File: config.mk
export PLATFORM = sky130hd
export DESIGN_NAME = hazard_stall_ctrl_flat
export DESIGN_NICKNAME = d
export VERILOG_FILES = /design/src/rtl/hazard_stall_ctrl_if.sv /design/src/rtl/hazard_stall_ctrl.sv /design/src/flat_wrapper.sv
export SDC_FILE = /design/constraint.sdc
export NUM_CORES = 1
export LEC_CHECK = 0
export CORE_UTILIZATION = 46
export CTS_BUF_LIST = sky130_fd_sc_hd__clkbuf_2 sky130_fd_sc_hd__clkbuf_4 sky130_fd_sc_hd__clkbuf_8
export DETAILED_ROUTE_END_ITERATION = 7
export PLACE_DENSITY = 0.9
export SLEW_MARGIN = 40
export SYNTH_ARGS = -nofsm -noshare
export SYNTH_HDL_FRONTEND = slang
export SYNTH_SLANG_ARGS = --single-unit
File: constraint.sdc
create_clock -name clk -period 2.3 [get_ports clk]
set_input_delay 0.46 -clock clk [delete_from_list [all_inputs] [get_ports clk]]
set_output_delay 0.46 -clock clk [all_outputs]
set_load 0.01 [all_outputs]
File: src/rtl/hazard_stall_ctrl_if.sv
// Signal bundle between the pipeline datapath and the hazard/stall controller.
// The datapath (master) drives hazard sources and reads back enables, state and counters.
interface hazard_stall_ctrl_if;
    logic [4:0]  IfIdRs;
    logic [4:0]  IfIdRt;
    logic        IfId_usesRt;
    logic        IfId_isBranchType;
    logic        branch_taken;
    logic [4:0]  IdExRd;
    logic [4:0]  ExMemRd;
    logic        IdEx_RegWrite;
    logic        IdEx_MemRead;
    logic        ExMem_MemRead;
    logic        ICache_stall;
    logic        DCache_stall;
    logic        PC_write;
    logic        IfId_write;
    logic        ExMem_write;
    logic        MemWb_write;
    logic        IdEx_bubble;
    logic        IfId_flush;
    logic [1:0]  hz_state;
    logic [31:0] stall_cycles;
    logic [31:0] flush_count;
    logic [31:0] freeze_events;

    modport slave (
        input  IfIdRs, IfIdRt, IfId_usesRt, IfId_isBranchType, branch_taken,
        input  IdExRd, ExMemRd, IdEx_RegWrite, IdEx_MemRead, ExMem_MemRead,
        input  ICache_stall, DCache_stall,
        output PC_write, IfId_write, ExMem_write, MemWb_write,
        output IdEx_bubble, IfId_flush, hz_state,
        output stall_cycles, flush_count, freeze_events
    );

    modport master (
        output IfIdRs, IfIdRt, IfId_usesRt, IfId_isBranchType, branch_taken,
        output IdExRd, ExMemRd, IdEx_RegWrite, IdEx_MemRead, ExMem_MemRead,
        output ICache_stall, DCache_stall,
        input  PC_write, IfId_write, ExMem_write, MemWb_write,
        input  IdEx_bubble, IfId_flush, hz_state,
        input  stall_cycles, flush_count, freeze_events
    );
endinterface

File: src/rtl/hazard_stall_ctrl.sv
// Pipeline hazard detection and stall/flush control with a RUN/STALL/FREEZE
// status register and saturating performance counters.
module hazard_stall_ctrl (
    input logic                clk,
    input logic                rst_n,
    hazard_stall_ctrl_if.slave bus
);

    typedef enum logic [1:0] {
        RUN    = 2'b00,
        STALL  = 2'b01,
        FREEZE = 2'b10
    } hz_state_t;

    hz_state_t   state;
    logic [31:0] stall_cnt;
    logic [31:0] flush_cnt;
    logic [31:0] freeze_cnt;

    logic freeze;
    logic idex_match;
    logic exmem_match;
    logic load_use;
    logic br_haz;
    logic hazard;

    // A register reaching $zero never creates a dependence.
    assign idex_match  = (bus.IdExRd != 5'd0) &&
                         ((bus.IdExRd == bus.IfIdRs) ||
                          (bus.IfId_usesRt && (bus.IdExRd == bus.IfIdRt)));
    assign exmem_match = (bus.ExMemRd != 5'd0) &&
                         ((bus.ExMemRd == bus.IfIdRs) ||
                          (bus.IfId_usesRt && (bus.ExMemRd == bus.IfIdRt)));

    assign freeze   = bus.ICache_stall | bus.DCache_stall;
    assign load_use = bus.IdEx_MemRead & idex_match;
    assign br_haz   = bus.IfId_isBranchType &
                      ((bus.IdEx_RegWrite & idex_match) |
                       (bus.ExMem_MemRead & exmem_match));
    assign hazard   = (load_use | br_haz) & ~freeze;

    always_comb begin
        bus.PC_write    = 1'b1;
        bus.IfId_write  = 1'b1;
        bus.ExMem_write = 1'b1;
        bus.MemWb_write = 1'b1;
        bus.IdEx_bubble = 1'b0;
        bus.IfId_flush  = 1'b0;
        if (freeze) begin
            bus.PC_write    = 1'b0;
            bus.IfId_write  = 1'b0;
            bus.ExMem_write = 1'b0;
            bus.MemWb_write = 1'b0;
        end else if (hazard) begin
            // Hold fetch/decode, let older stages drain; a held branch flushes later.
            bus.PC_write    = 1'b0;
            bus.IfId_write  = 1'b0;
            bus.IdEx_bubble = 1'b1;
        end else begin
            bus.IfId_flush  = bus.branch_taken;
        end
    end

    always_ff @(posedge clk or negedge rst_n) begin
        if (!rst_n) begin
            state      <= RUN;
            stall_cnt  <= 32'd0;
            flush_cnt  <= 32'd0;
            freeze_cnt <= 32'd0;
        end else begin
            if (freeze)
                state <= FREEZE;
            else if (hazard)
                state <= STALL;
            else
                state <= RUN;

            if ((freeze || hazard) && (stall_cnt != 32'hFFFF_FFFF))
                stall_cnt <= stall_cnt + 32'd1;
            if (bus.IfId_flush && (flush_cnt != 32'hFFFF_FFFF))
                flush_cnt <= flush_cnt + 32'd1;
            // Rising edge of freeze is seen against the registered state.
            if (freeze && (state != FREEZE) && (freeze_cnt != 32'hFFFF_FFFF))
                freeze_cnt <= freeze_cnt + 32'd1;
        end
    end

    assign bus.hz_state      = state;
    assign bus.stall_cycles  = stall_cnt;
    assign bus.flush_count   = flush_cnt;
    assign bus.freeze_events = freeze_cnt;

endmodule

File: src/flat_wrapper.sv
// flat-port wrapper written by rule: the top's interface ports become plain ports
module hazard_stall_ctrl_flat 
  (clk, rst_n, bus_IfIdRs, bus_IfIdRt, bus_IfId_usesRt, bus_IfId_isBranchType, bus_branch_taken, bus_IdExRd, bus_ExMemRd, bus_IdEx_RegWrite, bus_IdEx_MemRead, bus_ExMem_MemRead, bus_ICache_stall, bus_DCache_stall, bus_PC_write, bus_IfId_write, bus_ExMem_write, bus_MemWb_write, bus_IdEx_bubble, bus_IfId_flush, bus_hz_state, bus_stall_cycles, bus_flush_count, bus_freeze_events);
  hazard_stall_ctrl_if bus_i ();
  input logic clk;
  input logic rst_n;
  input wire logic [$bits(bus_i.IfIdRs)-1:0] bus_IfIdRs;
  input wire logic [$bits(bus_i.IfIdRt)-1:0] bus_IfIdRt;
  input wire logic [$bits(bus_i.IfId_usesRt)-1:0] bus_IfId_usesRt;
  input wire logic [$bits(bus_i.IfId_isBranchType)-1:0] bus_IfId_isBranchType;
  input wire logic [$bits(bus_i.branch_taken)-1:0] bus_branch_taken;
  input wire logic [$bits(bus_i.IdExRd)-1:0] bus_IdExRd;
  input wire logic [$bits(bus_i.ExMemRd)-1:0] bus_ExMemRd;
  input wire logic [$bits(bus_i.IdEx_RegWrite)-1:0] bus_IdEx_RegWrite;
  input wire logic [$bits(bus_i.IdEx_MemRead)-1:0] bus_IdEx_MemRead;
  input wire logic [$bits(bus_i.ExMem_MemRead)-1:0] bus_ExMem_MemRead;
  input wire logic [$bits(bus_i.ICache_stall)-1:0] bus_ICache_stall;
  input wire logic [$bits(bus_i.DCache_stall)-1:0] bus_DCache_stall;
  output wire logic [$bits(bus_i.PC_write)-1:0] bus_PC_write;
  output wire logic [$bits(bus_i.IfId_write)-1:0] bus_IfId_write;
  output wire logic [$bits(bus_i.ExMem_write)-1:0] bus_ExMem_write;
  output wire logic [$bits(bus_i.MemWb_write)-1:0] bus_MemWb_write;
  output wire logic [$bits(bus_i.IdEx_bubble)-1:0] bus_IdEx_bubble;
  output wire logic [$bits(bus_i.IfId_flush)-1:0] bus_IfId_flush;
  output wire logic [$bits(bus_i.hz_state)-1:0] bus_hz_state;
  output wire logic [$bits(bus_i.stall_cycles)-1:0] bus_stall_cycles;
  output wire logic [$bits(bus_i.flush_count)-1:0] bus_flush_count;
  output wire logic [$bits(bus_i.freeze_events)-1:0] bus_freeze_events;
  assign bus_i.IfIdRs = bus_IfIdRs;
  assign bus_i.IfIdRt = bus_IfIdRt;
  assign bus_i.IfId_usesRt = bus_IfId_usesRt;
  assign bus_i.IfId_isBranchType = bus_IfId_isBranchType;
  assign bus_i.branch_taken = bus_branch_taken;
  assign bus_i.IdExRd = bus_IdExRd;
  assign bus_i.ExMemRd = bus_ExMemRd;
  assign bus_i.IdEx_RegWrite = bus_IdEx_RegWrite;
  assign bus_i.IdEx_MemRead = bus_IdEx_MemRead;
  assign bus_i.ExMem_MemRead = bus_ExMem_MemRead;
  assign bus_i.ICache_stall = bus_ICache_stall;
  assign bus_i.DCache_stall = bus_DCache_stall;
  assign bus_PC_write = bus_i.PC_write;
  assign bus_IfId_write = bus_i.IfId_write;
  assign bus_ExMem_write = bus_i.ExMem_write;
  assign bus_MemWb_write = bus_i.MemWb_write;
  assign bus_IdEx_bubble = bus_i.IdEx_bubble;
  assign bus_IfId_flush = bus_i.IfId_flush;
  assign bus_hz_state = bus_i.hz_state;
  assign bus_stall_cycles = bus_i.stall_cycles;
  assign bus_flush_count = bus_i.flush_count;
  assign bus_freeze_events = bus_i.freeze_events;
  hazard_stall_ctrl u_core (.clk(clk), .rst_n(rst_n), .bus(bus_i));
endmodule
### Word level (Yosys, flattened, before mapping)

Cells that the tools add are included.

* register bits: 98
* latch bits: 0
* bits in writable memories: 0
* ROM bits: 0
* input bits: 30
* output and inout bits: 104
* logic and storage cells: 46
* memories kept: 0

* add/sub/neg operators: 3
* multiply operators: 0
* div/mod/pow operators: 0
* $lt $le $gt $ge: 0
* eq/ne operators: 8
* shifts and indexed selects: 0
* muxes and demuxes: 9
* bitwise gates (word level): 9
* reduce and logical (&&, ||, !) cells: 13

Operators by type and width (count)
* 32-bit by 1-bit adder with 32-bit output (second input constant): 3
* 32-bit != test (second input constant): 3
* 5-bit equality test: 4
* 5-bit nonzero test: 2
* 1-bit logical AND: 8
* 1-bit two-way mux: 8
* 1-bit bitwise AND: 5
* 1-bit logical OR: 3
* 1-bit OR: 3
* 2-bit two-way mux: 1
* 2-bit != test (second input constant): 1
* 1-bit NOT: 1

### Depth between registers and ports, before layout

Gate-level depths: netlist of run 1.

* word-level depth: 12
* depth in mapped cells: 9
* gate-level depth less buffers: 7

### Worst setup path before layout of run 1

OpenSTA, ideal clock, no wires.

* kind: input to output
* start point: input bus_ExMemRd[1]
* end point: output bus_PC_write
* data arrival time: 2.037 ns
* required time: 1.840 ns
* slack: -0.197 ns
* stages on the path: 7
* buffers on the path: 3
* cells stage by stage: or3_1 o311a_1 a221o_1 buf_2 buf_1 inv_1 buf_4

* word-level cells in the longest chain between the ends: 11
* elaborated cells between the ends (all ways): 13
* those cells by class: eq/ne: 2; mux: 2; bitwise: 5; reduce/logical: 4

RTL lines
* from (decl): line flat_wrapper.sv:13 `input wire logic [$bits(bus_i.ExMemRd)-1:0] bus_ExMemRd;`
* 5-bit equality test: line hazard_stall_ctrl.sv:33 `(bus.IfId_usesRt && (bus.ExMemRd == bus.IfIdRt)));`
* 1-bit logical AND: line hazard_stall_ctrl.sv:33
* 1-bit logical OR: line hazard_stall_ctrl.sv:32 `((bus.ExMemRd == bus.IfIdRs) ||`
* 1-bit logical AND *: line hazard_stall_ctrl.sv:31 `assign exmem_match = (bus.ExMemRd != 5'd0) &&`
* 1-bit bitwise AND *: line hazard_stall_ctrl.sv:39 `(bus.ExMem_MemRead & exmem_match));`
* 1-bit OR *: line hazard_stall_ctrl.sv:38 `((bus.IdEx_RegWrite & idex_match) |`
* 1-bit bitwise AND *: line hazard_stall_ctrl.sv:37 `assign br_haz = bus.IfId_isBranchType &`
* 1-bit OR *: line hazard_stall_ctrl.sv:40 `assign hazard = (load_use | br_haz) & ~freeze;`
* 1-bit bitwise AND *: line hazard_stall_ctrl.sv:40
* 1-bit two-way mux * (2 in series)
* to (decl): line flat_wrapper.sv:19 `output wire logic [$bits(bus_i.PC_write)-1:0] bus_PC_write;`

Every way passes the cells marked *; elsewhere a longest branch is shown, timed or not.

### Worst setup path after layout of run 1

* start point: input bus_ExMemRd[1]
* end point: output bus_PC_write

* word-level cells in the longest chain between the ends: 11
* elaborated cells between the ends (all ways): 13
* those cells by class: eq/ne: 2; mux: 2; bitwise: 5; reduce/logical: 4

RTL lines
* 5-bit equality test: line hazard_stall_ctrl.sv:33
* 1-bit logical AND: line hazard_stall_ctrl.sv:33
* 1-bit logical OR: line hazard_stall_ctrl.sv:32
* 1-bit logical AND *: line hazard_stall_ctrl.sv:31
* 1-bit bitwise AND *: line hazard_stall_ctrl.sv:39
* 1-bit OR *: line hazard_stall_ctrl.sv:38
* 1-bit bitwise AND *: line hazard_stall_ctrl.sv:37
* 1-bit OR *: line hazard_stall_ctrl.sv:40
* 1-bit bitwise AND *: line hazard_stall_ctrl.sv:40
* 1-bit two-way mux *: line hazard_stall_ctrl.sv:54 `end else if (hazard) begin`
* 1-bit two-way mux *: line hazard_stall_ctrl.sv:49 `if (freeze) begin`

Marked as above.

==> results of run 1 <==
[cell usage in the layout (no fill, tap or decap), types with 2 or more instances in the layout]
| master | netlist | layout |
|---|---|---|
| sky130_fd_sc_hd__a21oi_2 | 0 | 2 |
| sky130_fd_sc_hd__and3_1 | 15 | 14 |
| sky130_fd_sc_hd__and4_1 | 4 | 3 |
| sky130_fd_sc_hd__buf_12 | 0 | 3 |
| sky130_fd_sc_hd__buf_2 | 5 | 3 |
| sky130_fd_sc_hd__buf_4 | 2 | 51 |
| sky130_fd_sc_hd__buf_6 | 3 | 8 |
| sky130_fd_sc_hd__clkbuf_8 | 0 | 12 |
| sky130_fd_sc_hd__clkdlybuf4s50_1 | 0 | 106 |
| sky130_fd_sc_hd__dfrtp_1 | 98 | 98 |
| sky130_fd_sc_hd__dlygate4sd2_1 | 0 | 18 |
| sky130_fd_sc_hd__ha_1 | 3 | 3 |
| sky130_fd_sc_hd__inv_1 | 11 | 10 |
| sky130_fd_sc_hd__mux2_2 | 5 | 5 |
| sky130_fd_sc_hd__nand2_1 | 50 | 50 |
| sky130_fd_sc_hd__nand2b_1 | 2 | 2 |
| sky130_fd_sc_hd__nand3_1 | 43 | 43 |
| sky130_fd_sc_hd__nand4_1 | 34 | 34 |
| sky130_fd_sc_hd__nor2_1 | 27 | 26 |
| sky130_fd_sc_hd__nor3_1 | 25 | 25 |
| sky130_fd_sc_hd__nor4_1 | 10 | 9 |
| sky130_fd_sc_hd__nor4_2 | 13 | 10 |
| sky130_fd_sc_hd__nor4_4 | 0 | 4 |
| sky130_fd_sc_hd__o22ai_2 | 0 | 2 |
| sky130_fd_sc_hd__or3_1 | 2 | 2 |
| sky130_fd_sc_hd__xnor2_1 | 68 | 68 |
| sky130_fd_sc_hd__xor2_1 | 42 | 42 |
[routing by layer]
metal | share of wire [%] | global-route usage [%]
met3 | 5.8 | 4.438
met4 | 2.1 | 9.198
met2 | 51 | 42.53
met1 | 41 | 30.93
met5 | 0 | 0
[area by class of cell]
cell class                      instances  area share [%]
Multi-Input combinational cell        367           35.50
Sequential cell                        98           33.44
Timing Repair Buffer                  193           25.25
Tap cell                              140           2.388
Clock buffer                           13           2.354
Inverter                               11          0.5971
Clock inverter                          2          0.4777
[kinds of logic (layout without fill, tap and decap cells)]
group,count (synthesis),in the layout
AOI/OAI and AO/OA,12,12
buffers and inverters,26,219
DFF,98,98
muxes,6,6
adders and majority gates,3,3
xor gates and xnor gates,110,110
and+or+nand+nor,236,236
[state kept, by name, indices dropped and copies added (netlist names)]
signal / count
u_core.bus.flush_count: 32
u_core.bus.hz_state: 2
u_core.bus.freeze_events: 32
u_core.bus.stall_cycles: 32
[repair_timing]
action                                  CTS  global route
gates resized for setup                  66            14
hold buffers                              0             0
pin swaps                                 7             9
buffers inserted                          4             3
cloned                                    1             2
endpoints found under the setup margin   55            46
[path summary, 6_finish.rpt]
path                                                             to
setup / recovery                                       bus_PC_write
hold / removal             u_core.bus.freeze_events[28]$_DFFE_PN0P_
setup reg to reg              u_core.bus.flush_count[1]$_DFFE_PN0P_
hold reg to reg              u_core.bus.flush_count[20]$_DFFE_PN0P_
max in group asynchronous   u_core.bus.freeze_events[0]$_DFFE_PN0P_
min in group clk             u_core.bus.flush_count[20]$_DFFE_PN0P_
[Yosys cell counts (all sizes together) (5+ instances only)]
cell / n
nand2: 50
and4: 5
and3: 15
xor2: 42
buf: 13
nand3: 43
nand4: 35
nor3: 25
nor2: 28
dfrtp: 98
inv: 11
nor4: 23
mux2: 6
xnor2: 68
[power by group through the flow]
stage          logic, mW  registers [mW]  clock network [mW]
2_1_floorplan      0.386            2.14                   0
3_5_place_dp        1.07            2.09                   0
6_report            1.12            2.06                1.17
4_1_cts             1.10            2.06                1.19
3_3_place_gp        1.04            2.08                   0
5_1_grt             1.20            2.09                1.26
[critical path, cell delays in order]
cell	delay (ns)
sky130_fd_sc_hd__buf_6	0.09
sky130_fd_sc_hd__or3_1	0.36
sky130_fd_sc_hd__o311a_1	0.33
sky130_fd_sc_hd__a221o_2	0.42
sky130_fd_sc_hd__inv_4	0.09
sky130_fd_sc_hd__buf_6	0.10
[per-stage QoR]
step / instance area (sq um) / TNS (ns) / util, %
finish: 7335 / -0.01705 / 67.96
global route: 7335 / -0.1955 / 67.96
CTS: 7218 / -0.1326 / 66.88
detailed placement: 6902 / -31.33 / 63.95
global placement: 6902 / -28.61 / 63.95
floorplan: 5102 / -0.0009891 / -
==> results.py, run 1 <==
metrics = {
    "synthesis": {
        "synthesized_flop_and_latch_total": 98,
        "synth_edf_count": 0,
        "syn_area_sq_mm": 0.005086,
        "post_synth_xor_area_fraction_pct": 18.94,
        "synthSimpleGateAreaFrac_pct": 26.00,
        "combinational_family_with_the_most_area_after_synthesis": "simple AND/OR/NAND/NOR gates",
        "post_synth_fa_ha_maj_area_fraction_pct": 0.7380,
        "ys_top_cells_by_area": "sky130_fd_sc_hd__dfrtp_1 48%, sky130_fd_sc_hd__xnor2_1 12%, sky130_fd_sc_hd__xor2_1 7.2%",
        "synth_flop_cell": "sky130_fd_sc_hd__dfrtp_1",
        "syn-num-nets": 524,
        "synth.lib_cells_used.distinct": 44,
        "mux_cell_area_share_after_synthesis_pct": 1.402,
        "postSynth.asyncResetShare_pct": 100.0,
        "synth.largest_area_cell": "sky130_fd_sc_hd__dfrtp_1",
        "synth_compound_gate_area_share_pct": 2.066,
        "syn_inst": 491,
        "synth.avg_cell_area_sq_um": 10.36,
        "synth_top_area_share_pct": 48.22,
        "synth_sequential_area_ratio_pct": 48.22,
        "synthesis.yosys.warnings": 0,
    },
    "critical_path": {
        "worstPathArrival_ns": 1.85,
        "setup.worst_path.start": "bus_ExMemRd[1]",
        "worst-endpoint-required_ns": 1.84,
        "worstSetupPathType": "input port to primary output",
        "crit_path_end_kind": "primary output",
        "timing.reg2reg.worst_path_depth": 8,
        "reg2reg_slack_ns": 0,
        "worst_setup_path_start_kind": "input port",
        "crit_fanout": 2,
        "timing.rr.start": "u_core.bus.flush_count[22]$_DFFE_PN0P_",
    },
    "layout": {
        "drive_above_1_share_pct": 17.84,
        "insertedDiodeCount": 0,
        "fin_nets": 713,
        "regArea_sq_mm": 0.002452,
        "multi_input_area_sq_mm": 0.002604,
        "fillerInstances": 785,
        "layoutNonFillerInstCount": 824,
        "area_delta_synth_final_pct": 44.21,
    },
    "clock_tree": {
        "clk_pin_slew_worst_paths_ns": 0.09,
        "cts-buffers-inserted": 9,
        "clk-insertion-delay-late_ns": 0.35,
        "clock-sinks": 98,
        "cts-root-to-sink-buffers": 2,
        "cts-root-buf": "sky130_fd_sc_hd__clkbuf_8",
        "htreeDepth": 3,
        "tritoncts": "yes",
    },
    "sta": {
        "fin_worst_hold_slack_ns": 0.1031,
        "setup-violations-final": 3,
        "rsz0062_at_grt": "yes",
        "upper_clock_frequency_limit_ghz": 0.4332,
        "timing.slew.headroom_pct": 60.78,
        "final.setup.worst_slack_ns": -0.008652,
        "layout_worst_path_cycle_share_pct": 100.4,
        "timing.final.hold_violations": 0,
        "timing_worst_slew_pin_value_ns": 0.5882,
        "fin_worst_skew_ns": 0.008865,
        "drv_slew": 0,
        "fin_crit_ns": 2.309,
    },
    "power_and_ir_drop": {
        "switching_power_mw": 1.286,
        "clock_power_share_pct": 26.9,
        "p_seq_share_pct": 47.4,
        "ir_drop_mv": 0.5811,
        "powerDensity_mw_per_mm2": 592.3,
        "netSwitchingFraction_pct": 29.59,
        "power.total_mw": 4.344,
        "power.static_leakage_nw": 3.248,
        "comb_power_share_pct": 25.7,
        "power_report.internal_total_mw": 3.059,
    },
    "placed_design": {
        "portBuffers": 133,
        "globalplace.congestion": 0.9074,
        "place.detailed.hpwl_microns": 9918,
        "dpl_worst_slack_ns": -0.7442,
        "placed_cells": 799,
    },
    "global_routing": {
        "grt_pass1_wl_microns": 22330,
        "number_of_antenna_violations_at_the_first_check_in_global_routing": 0,
        "globalRouteTotalUtil_pct": 24.71,
        "final_global_route_overflow_total": 0,
        "grt_pass1_vias": 4591,
        "grt_start_max_net_pins": 47,
    },
    "routing": {
        "route.vias.total": 4526,
        "drtIter0Drc": 268,
        "drtAntennaViolNets": 0,
        "vias_per_cell": 5.493,
        "remaining_drc_errors": 0,
        "route.final.wire_length_microns": 14000,
        "drt_pre_antenna_iters": 5,
        "wire_per_inst_microns": 16.98,
    },
    "floorplanning": {
        "floorplan.die.width_microns": 107.2,
        "initial_core_util_pct": 47.12,
        "ioPinCount": 134,
        "floorplan.rows": 38,
        "die-area_sq_mm": 0.01148,
        "coreArea_sq_mm": 0.01079,
        "floorplan.die.height_microns": 107.2,
    },
    "run": {
        "drv.max_cap_violation_count": 0,
    },
    "outcome": {
        "run_status": "finished with violations",
        "violations": "negative setup slack",
    },
    "worst_hold_path": {
        "min_path_type": "input port to async pin",
    },
}
Note: power is estimated with default switching activity, not from simulation.
==> inputs of run 2 (changes only) <==
--- a/config.mk
+++ b/config.mk
@@ -5,7 +5,9 @@
 export SDC_FILE = /design/constraint.sdc
 export NUM_CORES = 1
 export LEC_CHECK = 0
-export CORE_UTILIZATION = 46
+export CELL_PAD_IN_SITES_DETAIL_PLACEMENT = 1
+export CELL_PAD_IN_SITES_GLOBAL_PLACEMENT = 1
+export CORE_UTILIZATION = 35
 export CTS_BUF_LIST = sky130_fd_sc_hd__clkbuf_2 sky130_fd_sc_hd__clkbuf_4 sky130_fd_sc_hd__clkbuf_8
 export DETAILED_ROUTE_END_ITERATION = 7
 export PLACE_DENSITY = 0.9
==> run 2 against run 1 <==
  * The run still ends with negative setup slack left
  * Die area grew 31%
  * Hold slack gained 0.38 ns
  * Design area shrank 0.17%
==> results.py, run 2 (synthesis gave the netlist of run 1 again) <==
metrics = {
    "outcome": {
        "run_status": "finished with violations",
        "violations": "negative setup slack",
    },
    "critical_path": {
        "worstPathArrival_ns": 1.85,
        "crit_chain": "buf_6 -> or3_4 -> o311a_1 -> a221o_2 -> inv_4 -> buf_6",
        "critical-path-top-cell-by-count": "sky130_fd_sc_hd__buf_6",
        "timing.rr.end": "u_core.bus.flush_count[1]$_DFFE_PN0P_",
        "crit_path_end_kind": "primary output",
        "timing.reg2reg.worst_path_depth": 7,
        "worst-endpoint-required_ns": 1.84,
        "timing.critical_path.buf_inv": 3,
        "critPathMaxStageDelay_ns": 0.42,
        "crit_fanout": 2,
        "cpLargestDelayFamily": "compound AO/OA/AOI/OAI gates",
        "worst_setup_path_start_kind": "input port",
        "cpMaxStageDelayCell": "sky130_fd_sc_hd__a221o_2",
        "worstSetupPathType": "input port to primary output",
        "timing.rr.start": "u_core.bus.flush_count[4]$_DFFE_PN0P_",
        "reg2reg_slack_ns": 0.09,
    },
    "global_routing": {
        "final_global_route_overflow_total": 0,
        "grt.met2_usage_pct": 39.12,
        "grt_pass1_vias": 5041,
        "grtUsageMet3_pct": 5.065,
        "number_of_antenna_violations_at_the_first_check_in_global_routing": 0,
        "globalRouteTotalUtil_pct": 22.60,
        "grt_busiest_layer": "met2",
        "grt_start_max_net_pins": 81,
        "use_met1_pct": 26.75,
        "grt_pass1_wl_microns": 26270,
    },
    "floorplanning": {
        "floorplan.die.height_microns": 122.5,
        "floorplan.rows": 43,
        "die-area_sq_mm": 0.01502,
        "coreArea_sq_mm": 0.01404,
        "floorplan.die.width_microns": 122.5,
        "ioPinCount": 134,
        "initial_core_util_pct": 36.22,
    },
    "clock_tree": {
        "clk_pin_slew_worst_paths_ns": 0.09,
        "cts-root-to-sink-buffers": 2,
        "clock-sinks": 98,
        "tritoncts": "yes",
        "cts-root-buf": "sky130_fd_sc_hd__clkbuf_8",
        "clk-insertion-delay-late_ns": 0.38,
        "htreeDepth": 3,
        "cts-buffers-inserted": 9,
    },
    "routing": {
        "drtAntennaViolNets": 0,
        "route.vias.total": 4650,
        "vias_per_cell": 5.357,
        "route.final.wire_length_microns": 16510,
        "remaining_drc_errors": 0,
        "wire_per_inst_microns": 19.02,
        "drt_pre_antenna_iters": 4,
        "drtIter0Drc": 186,
    },
    "layout": {
        "fillerInstances": 1555,
        "regArea_sq_mm": 0.002452,
        "most_common_cell_after_layout_fill_and_taps_aside": "sky130_fd_sc_hd__clkdlybuf4s50_1",
        "drive_above_1_share_pct": 18.90,
        "layout_common_cells": "106 x sky130_fd_sc_hd__clkdlybuf4s50_1, 98 x sky130_fd_sc_hd__dfrtp_1, 68 x sky130_fd_sc_hd__xnor2_1, 60 x sky130_fd_sc_hd__buf_4, 50 x sky130_fd_sc_hd__nand2_1",
        "final_core_util_pct": 52.14,
        "area_delta_synth_final_pct": 43.96,
        "multi_input_area_sq_mm": 0.002576,
        "insertedDiodeCount": 0,
        "fin_nets": 716,
    },
    "placed_design": {
        "portBuffers": 133,
        "globalplace.congestion": 0.8510,
        "place.detailed.hpwl_microns": 11780,
    },
    "sta": {
        "drv_slew": 0,
        "setup-violations-final": 2,
        "fin_crit_ns": 2.313,
        "timing.final.hold_violations": 0,
        "rsz0062_at_grt": "yes",
        "fin_worst_skew_ns": 0.01201,
        "final.setup.worst_slack_ns": -0.01293,
        "upper_clock_frequency_limit_ghz": 0.4324,
        "layout_worst_path_cycle_share_pct": 100.6,
        "timing.slew.headroom_pct": 62.40,
        "timing_worst_slew_pin_value_ns": 0.5594,
    },
    "run": {
        "drv.max_cap_violation_count": 0,
    },
    "power_and_ir_drop": {
        "power.static_leakage_nw": 3.195,
        "ir_drop_mv": 0.4492,
        "powerDensity_mw_per_mm2": 618.4,
        "power.total_mw": 4.528,
    },
    "worst_hold_path": {
        "min_path_type": "input port to async pin",
    },
}
run 2: what timing repair did:
| action | 4_1_cts | 5_1_grt |
|---|---|---|
| gates cloned | 0 | 1 |
| pin swaps | 8 | 6 |
| setup endpoints to repair | 70 | 49 |
| buffers inserted | 4 | 3 |
| resized for setup | 61 | 16 |
| endpoints found under the hold margin | 18 | 0 |
| hold buffers | 1 | 0 |
run 2: worst reg2reg max path, delay by kind of cell (launching register included):
kind,cells,cell delay [ns]
AO/OA/AOI/OAI,1,0.31
buffers and inverters,1,0.22
AND/OR/NAND/NOR,4,0.88
multiplexers,1,0.31
flip-flops,1,0.39
run 2: worst max path at each step:
stage / startpoint / end / slack [ns] / cells after the start
after floorplan: bus_ExMemRd[1] / bus_PC_write / -0.001 / 7
after detailed placement: bus_ExMemRd[1] / u_core.bus.flush_count[8]$_DFFE_PN0P_ / -0.82 / 7
after global placement: bus_ExMemRd[1] / bus_IfId_write / -0.74 / 6
after global routing: bus_ExMemRd[3] / bus_IfId_write / -0.04 / 6
final: bus_ExMemRd[3] / bus_PC_write / -0.01 / 6
after CTS: bus_ExMemRd[1] / bus_PC_write / -0.09 / 6
run 2: power breakdown:
part | internal, mW | switching, mW
combinational | 0.613 | 0.553
clock | 0.700 | 0.626
sequential | 1.87 | 0.168
run 2: metrics by stage:
| step | setup WS, ns | cell area, sq um | cells | hold slack, ns | setup TNS, ns |
|---|---|---|---|---|---|
| global route | -0.04382 | 7322 | 868 | 0.4952 | -0.08986 |
| floorplan | -0.0009891 | 5102 | 491 | 0.1644 | -0.0009891 |
| finish | -0.01293 | 7322 | 868 | 0.4879 | -0.02489 |
| CTS | -0.08631 | 7263 | 864 | 0.4716 | -0.1742 |
| global placement | -0.7401 | 6969 | 843 | 0.3492 | -37.50 |
| detailed placement | -0.8179 | 6969 | 843 | 0.3553 | -46.29 |
run 2: per-layer routing:
| metal | routed length, microns | share of wire [%] |
|---|---|---|
| met4 | 391 | 2.4 |
| met2 | 8699 | 53 |
| met1 | 6636 | 40 |
| met3 | 784 | 4.7 |
| met5 | 0 | 0 |
run 2: layout make-up:
cell class | count | share of cell area (%)
inverter | 11 | 0.5981
sequential | 98 | 33.49
clock buffer | 12 | 2.256
multi-input combinational | 367 | 35.18
timing repair buffer | 196 | 24.40
tap | 180 | 3.076
clock inverter | 4 | 0.9911
==> inputs of run 3 (changes only) <==
--- a/config.mk
+++ b/config.mk
@@ -7,9 +7,11 @@
 export LEC_CHECK = 0
 export CELL_PAD_IN_SITES_DETAIL_PLACEMENT = 1
 export CELL_PAD_IN_SITES_GLOBAL_PLACEMENT = 1
+export CORE_MARGIN = 10
 export CORE_UTILIZATION = 35
 export CTS_BUF_LIST = sky130_fd_sc_hd__clkbuf_2 sky130_fd_sc_hd__clkbuf_4 sky130_fd_sc_hd__clkbuf_8
 export DETAILED_ROUTE_END_ITERATION = 7
+export GPL_TIMING_DRIVEN = 0
 export PLACE_DENSITY = 0.9
 export SLEW_MARGIN = 40
 export SYNTH_ARGS = -nofsm -noshare
==> run 3 against run 2 <==
  * The run still ends with negative setup slack left
  * Highest routed layer unchanged
  * Design area is 3.6% higher
  * Non-clock buffer count is 4 lower
  * Combinational power is 6% higher
  * Sequential share of layout area is 1.0 points lower
  * Clock power is 24% lower
  * Via count is 0.71% lower
  * Cell count is 0.92% lower
  * Critical endpoint unchanged
  * Routed wire length is 11% higher
  * Hold slack better by 0.010 ns
  * First-iteration DRC count is 2.7% higher
==> results.py, run 3 (synthesis gave the netlist of run 1 again) <==
metrics = {
    "power_and_ir_drop": {
        "power.static_leakage_nw": 3.337,
        "ir_drop_mv": 0.4333,
        "powerDensity_mw_per_mm2": 576.6,
    },
    "critical_path": {
        "crit_fanout": 2,
        "critPathMaxStageDelay_ns": 0.39,
        "reg2reg_slack_ns": -0.05,
        "cpLargestDelayFamily": "compound AO/OA/AOI/OAI gates",
        "crit_chain": "buf_8 -> or3_4 -> o311a_1 -> a221o_1 -> buf_8 -> inv_4 -> buf_6 -> buf_6",
        "worst-endpoint-required_ns": 1.84,
        "timing.rr.end": "u_core.bus.flush_count[14]$_DFFE_PN0P_",
        "worst_setup_path_start_kind": "input port",
        "crit_path_end_kind": "primary output",
        "worstPathArrival_ns": 2.00,
        "cpMaxStageDelayCell": "sky130_fd_sc_hd__a221o_1",
        "timing.critical_path.buf_inv": 5,
        "worstSetupPathType": "input port to primary output",
        "timing.reg2reg.worst_path_depth": 8,
        "timing.rr.start": "u_core.bus.flush_count[8]$_DFFE_PN0P_",
    },
    "sta": {
        "fin_crit_ns": 2.462,
        "finalSetupTns_ns": -0.7324,
        "layout_worst_path_cycle_share_pct": 107.1,
        "timing.slew.headroom_pct": 68.92,
        "rsz0062_at_grt": "yes",
        "fin_worst_skew_ns": 0.01441,
        "upper_clock_frequency_limit_ghz": 0.4061,
        "setup-violations-final": 19,
        "timing_worst_slew_pin_value_ns": 0.4650,
        "timing.final.hold_violations": 0,
        "final.setup.worst_slack_ns": -0.1625,
        "drv_slew": 0,
    },
    "placed_design": {
        "portBuffers": 133,
        "place.detailed.hpwl_microns": 12460,
        "globalplace.congestion": 0.8405,
    },
    "layout": {
        "final_core_util_pct": 54.01,
        "insertedDiodeCount": 0,
        "area_delta_synth_final_pct": 49.13,
        "drive_above_1_share_pct": 22.06,
        "layout_common_cells": "105 x sky130_fd_sc_hd__clkdlybuf4s50_1, 89 x sky130_fd_sc_hd__dfrtp_1, 68 x sky130_fd_sc_hd__xnor2_1, 48 x sky130_fd_sc_hd__nand2_1",
        "fin_nets": 712,
        "most_common_cell_after_layout_fill_and_taps_aside": "sky130_fd_sc_hd__clkdlybuf4s50_1",
    },
    "worst_hold_path": {
        "min_path_type": "register to register",
        "hold_path.startpoint": "u_core.bus.freeze_events[31]$_DFFE_PN0P_",
        "min_to": "u_core.bus.freeze_events[31]$_DFFE_PN0P_",
        "min_delay_path_depth": 1,
    },
    "routing": {
        "drtIter0Drc": 191,
        "route.vias.total": 4617,
        "remaining_drc_errors": 0,
        "drt_pre_antenna_iters": 4,
        "route.final.wire_length_microns": 18410,
        "vias_per_cell": 5.369,
        "wire_per_inst_microns": 21.41,
        "drtAntennaViolNets": 0,
    },
    "floorplanning": {
        "ioPinCount": 134,
        "floorplan.rows": 43,
        "floorplan.die.width_microns": 140.5,
        "die-area_sq_mm": 0.01975,
        "initial_core_util_pct": 36.22,
        "coreArea_sq_mm": 0.01404,
        "floorplan.die.height_microns": 140.5,
    },
    "global_routing": {
        "final_global_route_overflow_total": 0,
        "number_of_antenna_violations_at_the_first_check_in_global_routing": 0,
        "grt_pass1_wl_microns": 28280,
        "globalRouteTotalUtil_pct": 17.48,
        "grt_pass1_vias": 5110,
        "grt_start_max_net_pins": 52,
    },
    "outcome": {
        "run_status": "finished with violations",
        "violations": "negative setup slack",
    },
    "clock_tree": {
        "cts-buffers-inserted": 9,
        "tritoncts": "yes",
        "clk_pin_slew_worst_paths_ns": 0.08,
        "cts-root-to-sink-buffers": 2,
        "clk-insertion-delay-late_ns": 0.38,
        "htreeDepth": 3,
        "cts-root-buf": "sky130_fd_sc_hd__clkbuf_8",
        "clock-sinks": 98,
    },
    "run": {
        "drv.max_cap_violation_count": 0,
    },
}
==> run 3: cell types whose count changed in the layout (fill, tap and decap cells not counted), sizes merged, moves of 2 or more <==
| cell | delta |
|---|---|
| dlymetal6s2s | +2 |
| bufinv | -2 |
| clkbuf | -2 |
| buf | -5 |
==> run 3: per-layer routing <==
layer | global-route usage, % | up-vias | routed length (microns)
met5 | 0 | - | 0
met4 | 5.707 | 0 | 382
met3 | 5.477 | 28 | 1109
met2 | 30.99 | 114 | 9806
met1 | 19.33 | 2377 | 7111
li1 | - | 2098 | -
==> run 3: layout make-up <==
cell class,instances,area [sq um]
buffer,12,116.4
clock buffer,11,145.1
clock inverter,1,5.005
fill,1534,6457
inverter,11,43.79
multi-input combinational,367,2864
sequential,98,2464
tap,180,225.2
timing repair buffer,180,1722
==> run 3: worst reg2reg max path, cell delays in order, from the launching register on <==
cell and delay, ns:
sky130_fd_sc_hd__dfrtp_2 0.40, sky130_fd_sc_hd__and4_4 0.27, sky130_fd_sc_hd__nand4_4 0.14, sky130_fd_sc_hd__or3_4 0.38, sky130_fd_sc_hd__o41ai_4 0.46, sky130_fd_sc_hd__buf_6 0.20, sky130_fd_sc_hd__buf_12 0.14, sky130_fd_sc_hd__nor4_4 0.05
sky130_fd_sc_hd__xor2_1 0.17
==> run 3: power breakdown <==
group          switching, mW  internal [mW]  total, mW
combinational          0.580          0.662       1.24
sequential             0.243           1.87       2.12
clock                  0.602          0.411       1.01
==> run 3: per-stage QoR <==
| step | setup slack, ns | std cells | cell area, sq um | power [mW] | hold WS [ns] |
|---|---|---|---|---|---|
| floorplan | -0.0009891 | 491 | 5102 | 2.527 | 0.1644 |
| global placement | -2.866 | 804 | 6659 | 3.048 | 0.4802 |
| detailed placement | -1.127 | 805 | 6691 | 3.126 | 0.3893 |
| CTS | -0.2702 | 831 | 7191 | 4.207 | 0.5012 |
| global route | -0.2361 | 860 | 7585 | 4.605 | 0.5290 |
| finish | -0.1625 | 860 | 7585 | 4.373 | 0.4981 |
==> run 3: worst max-delay path by stage <==
stage                               from                                endpoint  cells after the start
after detailed placement  bus_ExMemRd[1]                            bus_PC_write                      9
after global routing      bus_ExMemRd[3]                            bus_PC_write                     11
final                     bus_ExMemRd[3]                            bus_PC_write                      8
after floorplan           bus_ExMemRd[1]                            bus_PC_write                      7
after CTS                 bus_ExMemRd[3]                            bus_PC_write                      9
after global placement             rst_n  u_core.bus.flush_count[11]$_DFFE_PN0P_                      1
==> run 3: timing repair <==
item / in CTS / in global routing
resized for setup: 104 / 42
pin swaps: 15 / 23
setup endpoints to repair: 87 / 66
gates cloned: 0 / 2
hold buffers: 1 / 0
setup buffers: 15 / 29
hold endpoints to repair: 47 / 0
